[src/rtl/fetch_stage.sv]
// Instruction-fetch stage: owns the PC, drives imem, loads IF/ID.
// Redirect beats stall beats sequential fetch; reset beats all.
module fetch_stage #(
   parameter logic [31:0] NOP_INSTR = 32'h0000_0000,
   parameter int unsigned PC_STEP   = 4
) (
   input  logic        clk,
   input  logic        rst,
   input  logic [31:0] boot_pc,
   output logic [31:0] imem_addr,
   input  logic [31:0] imem_data,
   input  logic        stall,
   input  logic        redirect,
   input  logic [31:0] redirect_pc,
   output logic        if_id_valid,
   output logic [31:0] if_id_instr,
   output logic [31:0] if_id_pc,
   output logic [31:0] if_id_pc4,
   output logic [15:0] fetch_count,
   output logic        misalign_err
);

   localparam logic [31:0] STEP = 32'(PC_STEP);

   typedef struct packed {
      logic        valid;
      logic [31:0] instr;
      logic [31:0] pc;
      logic [31:0] pc4;
   } if_id_t;

   logic [31:0] pc;
   logic [31:0] pc_next;
   logic [31:0] pc_inc;
   if_id_t      if_id;
   if_id_t      if_id_next;
   logic [15:0] cnt;
   logic [15:0] cnt_next;
   logic        err;
   logic        err_next;

   assign pc_inc = pc + STEP;

   always_comb begin
      pc_next    = pc;
      if_id_next = if_id;
      cnt_next   = cnt;
      err_next   = err;
      priority case (1'b1)
         redirect: begin
            pc_next          = {redirect_pc[31:2], 2'b00};
            if_id_next.valid = 1'b0;
            if_id_next.instr = NOP_INSTR;
            if (redirect_pc[1:0] != 2'b00)
               err_next = 1'b1;
         end
         stall: begin
         end
         default: begin
            pc_next          = pc_inc;
            if_id_next.valid = 1'b1;
            if_id_next.instr = imem_data;
            if_id_next.pc    = pc;
            if_id_next.pc4   = pc_inc;
            cnt_next         = cnt + 16'd1;
         end
      endcase
   end

   always_ff @(posedge clk) begin
      if (rst) begin
         pc          <= {boot_pc[31:2], 2'b00};
         if_id.valid <= 1'b0;
         if_id.instr <= NOP_INSTR;
         if_id.pc    <= 32'h0;
         if_id.pc4   <= 32'h0;
         cnt         <= 16'h0;
         err         <= 1'b0;
      end else begin
         pc    <= pc_next;
         if_id <= if_id_next;
         cnt   <= cnt_next;
         err   <= err_next;
      end
   end

   assign imem_addr    = pc;
   assign if_id_valid  = if_id.valid;
   assign if_id_instr  = if_id.instr;
   assign if_id_pc     = if_id.pc;
   assign if_id_pc4    = if_id.pc4;
   assign fetch_count  = cnt;
   assign misalign_err = err;

endmodule

[config.mk]
export PLATFORM = sky130hd
export DESIGN_NAME = fetch_stage
export DESIGN_NICKNAME = d
export VERILOG_FILES = /design/src/rtl/fetch_stage.sv
export SDC_FILE = /design/constraint.sdc
export NUM_CORES = 1
export LEC_CHECK = 0
export BUFFER_PORTS_ARGS = -buffer_cell sky130_fd_sc_hd__buf_2
export CAP_MARGIN = 10
export CORE_MARGIN = 3
export CORE_UTILIZATION = 48
export DETAILED_ROUTE_END_ITERATION = 16
export PLACE_DENSITY = 0.8
export SETUP_SLACK_MARGIN = 0.1
export SLEW_MARGIN = 15
export SYNTH_ARGS = -nofsm -noshare
export SYNTH_HDL_FRONTEND = slang
export SYNTH_SLANG_ARGS = --single-unit
[constraint.sdc]
create_clock -name clk -period 2.7 [get_ports clk]
set_clock_uncertainty 0.1 [all_clocks]
set_input_delay 0.54 -clock clk [delete_from_list [all_inputs] [get_ports clk]]
set_output_delay 0.54 -clock clk [all_outputs]
set_load 0.1 [all_outputs]
==> impl_results.md <==
- IO Pins: 246
- Internal: 4.11 mW
- Chip width: 117 um
- Switching power: 2.28 mW
- Yosys reg bits: 140
- Setup bufs post-CTS: 0
- Clock Path Buffers: 2
- Netlist Area Pre-Place: 5960 um^2
- Reg2Reg Depth: 6
- Syn Inst Count: 667
- Seq/Total Area, Yosys: 52.0%
- Critical path's slowest cell: or4_1
- Status: complete, no violations
- Largest net degree at the start of global routing: 72
- Hold Vio Cnt, Final: 0
- Number of flops mapped to enable cells by yosys: 30
- Max Freq: 417 MHz
- GPL Wtd Cong: 0.854
- Port Buf Inserts: 237
- DR vias/cell: 5.23
- Detailed Route Iter0 Violations: 556
- Final core utilization: 66.2%
- Combinational Power Share: 24.4%
- Setup Crit Path Kind: flop to flop
- Clk Latency, worst-skew pair: 0.41 ns
- Final Setup Violations: 0
- Avg WL per Cell: 16.2 um
- Number of diodes: 0
- Tmin final: 2.40 ns
- CTS Root Cell: clkbuf_16
- Critical path's top delay family: simple AND/OR/NAND/NOR gates
- Syn Area/Cell: 8.94 um^2
- Global-route wire length before repair: 27800 um
- Bufs and invs on worst path: 0
- CTS clk-pin slew, worst paths: 0.06 ns
- Worst vdd ir: 0.538 mV
- Total global routing track utilization: 24.8%
- Final-stage net count: 1001
- CTS H-tree lvls: 4
- Total Power: 6.39 mW
- Share of power burned in the clock network: 38.1%
- Netlist cell types: 42
- Critical-path cell list: ha_4 > nand3_4 > or4_1 > o31a_1 > nor3_1 > o21ai_1
- Worst-Margin Slew: 0.679 ns
- Antenna-violating nets left: 0
- Hold Buf Count CTS: 0
- Critical path fanouts, max: 7
- Arrival time worst endpoint: 2.46 ns
- Pwr/cell area: 801 nW/um^2
- Die ar.: 13800 um^2
- Crit path required time: 2.76 ns
- Initial antenna violation count: 0
- DRC: 0
- Leakage power: 3.68 nW
- CTS sink count: 140
- Synthesis Warnings: 0
- RR Startpoint: imem_addr[3]
- CP endpoint kind: flop
- Switching Share: 35.7%
- Core area: 12100 um^2
- Layout cell share with drive strength beyond 1: 32.1%
- RR Endpoint: imem_addr[24]
- Critical Path Sink: imem_addr[24]
- CTS tree: yes
- Post-cts gate resize count: 0
- R2R Setup Slk: 0.30 ns
- Post-synthesis async set-or-reset flop share: 0%
- Crit. Startpoint: imem_addr[3]
- Routed vias: 5644
- Initial Util: 49.5%
- Worst rel slew slack: 54.7%
- CTS Buf Count: 17
- RSZ-0062 raised after global routing: no
- Seq pwr share: 37.5%
- DRT Pass-1 Iters: 5
- Synth-to-Final Area Change: 33.9%
- Slew Limit Fails: 0
- Max Cap Violations: 0
- Vias in the first global route: 5499
- Die height: 117 um
- Crit start category: flop
- Detailed Route WL: 17500 um
- Worst hold path type: primary input to flop
- Grt total ovfl: 0
- CP max stage delay: 0.63 ns
- Cell Rows: 40
- Final HPWL DP: 12600 um
- Worst path depth: 6
- Post-synth top flop: dfxtp_1
- Crit share post-route: 88.8%
-- stage by stage --
step	setup WS [ns]	cell area [um^2]	hold slack [ns]	TNS (ns)	instances
CTS	0.320	7990	0.244	0	1080
detailed placement	0.331	7360	0.339	0	1048
global placement	0.349	7360	0.332	0	1048
floorplan	-0.189	6010	0.584	-1.02	672
global route	0.188	7990	0.262	0	1080
finish	0.303	7990	0.255	0	1080
-- worst min path at each step --
stage                      start              to  slack (ns)  cells past startpoint
global placement    misalign_err    misalign_err        0.33                      2
global route        imem_data[1]  if_id_instr[1]        0.26                      3
floorplan           imem_data[0]  if_id_instr[0]        0.58                      2
CTS                 imem_data[8]  if_id_instr[8]        0.24                      3
detailed placement  misalign_err    misalign_err        0.34                      2
finish              imem_data[1]  if_id_instr[1]        0.25                      3
-- sequential cells by signal, summed over array words and instances (netlist names) --
name and count:
if_id_instr 32, fetch_count 16, if_id_pc 30, misalign_err 1, if_id_valid 1, imem_addr 30, if_id_pc4 30
-- power groups by stage --
stage                     clock network [mW]  registers [mW]  logic (mW)
after detailed placement                   0            2.44        1.55
after global placement                     0            2.43        1.54
after floorplan                            0            3.32       0.353
after global routing                    2.55            2.42        1.63
final                                   2.44            2.40        1.56
after CTS                               2.45            2.40        1.56
-- placed cells by master, fill, tap and decap left out, types with 2 or more instances in the layout --
| cell | instances |
|---|---|
| buf_2 | 236 |
| nand2_1 | 111 |
| dfxtp_1 | 110 |
| nor2_1 | 79 |
| a21oi_1 | 52 |
| o21ai_0 | 45 |
| mux2i_1 | 42 |
| edfxtp_1 | 30 |
| xor2_1 | 24 |
| nor3_1 | 23 |
| clkbuf_16 | 20 |
| buf_4 | 18 |
| nand4_1 | 13 |
| nand3_1 | 12 |
| xnor2_1 | 11 |
| and3_1 | 7 |
| and4_1 | 7 |
| a22oi_1 | 7 |
| conb_1 | 6 |
| inv_1 | 5 |
| o31ai_1 | 5 |
| nor4_1 | 4 |
| nand2b_1 | 4 |
| o22ai_1 | 4 |
| clkinv_2 | 4 |
| o21a_1 | 3 |
| a31oi_1 | 2 |
| o31a_1 | 2 |
| o21ai_1 | 2 |
| clkinvlp_4 | 2 |
| bufinv_16 | 2 |
| clkbuf_1 | 2 |
-- cells by family (layout without fill, tap and decap cells) --
logic type | count (synthesis) | count (layout) | share of synthesized area (%)
xor gates and xnor gates | 35 | 35 | 5.14
DFF | 140 | 140 | 52.0
muxes | 43 | 43 | 7.24
buffers and inverters | 53 | 293 | 3.78
other | 1 | 6 | 0.0629
and+or+nand+nor | 269 | 269 | 19.9
adders and majority gates | 2 | 2 | 0.419
AOI/OAI and AO/OA | 124 | 124 | 11.4
-- worst reg2reg max path, delay by kind of cell (launching register included) --
family | cells | cell delay [ns]
AOI/OAI and AO/OA | 2 | 0.40
adders and majority gates | 1 | 0.22
and+or+nand+nor | 3 | 0.92
DFF | 1 | 0.51
-- layer usage --
layer / global-route usage (%) / share of wire (%) / wire length, um
met1: 31.6 / 42 / 7430
met2: 39.6 / 47 / 8230
met3: 8.79 / 8.9 / 1570
met4: 8.28 / 1.5 / 265
met5: 0 / 0 / 0
-- cells in the mapped netlist, drive strengths merged, types with 7 or more instances --
| cell type | instances | share of area [%] |
|---|---|---|
| nand2 | 111 | 7.0 |
| dfxtp | 110 | 37 |
| nor2 | 80 | 5.0 |
| a21oi | 52 | 4.4 |
| o21ai | 47 | 3.9 |
| mux2i | 42 | 7.0 |
| clkbuf | 35 | 2.2 |
| edfxtp | 30 | 15 |
| nor3 | 24 | 2.1 |
| xor2 | 24 | 3.5 |
| nand3 | 14 | 1.3 |
| nand4 | 13 | 1.4 |
| buf | 12 | 1.2 |
| xnor2 | 11 | 1.6 |
| and4 | 8 | 1.2 |
| a22oi | 7 | 0.88 |
| and3 | 7 | 0.73 |
-- final cells by class --
cell class,instances,area (um^2)
repair buffers,255,1340
flip-flops and latches,140,3100
fillers,1022,4080
well taps,168,210
inverters,6,22.5
multi-input cells,479,2690
clock buffers,23,522
clock inverters,9,104
No activity file was read; power rests on OpenSTA's default activity.
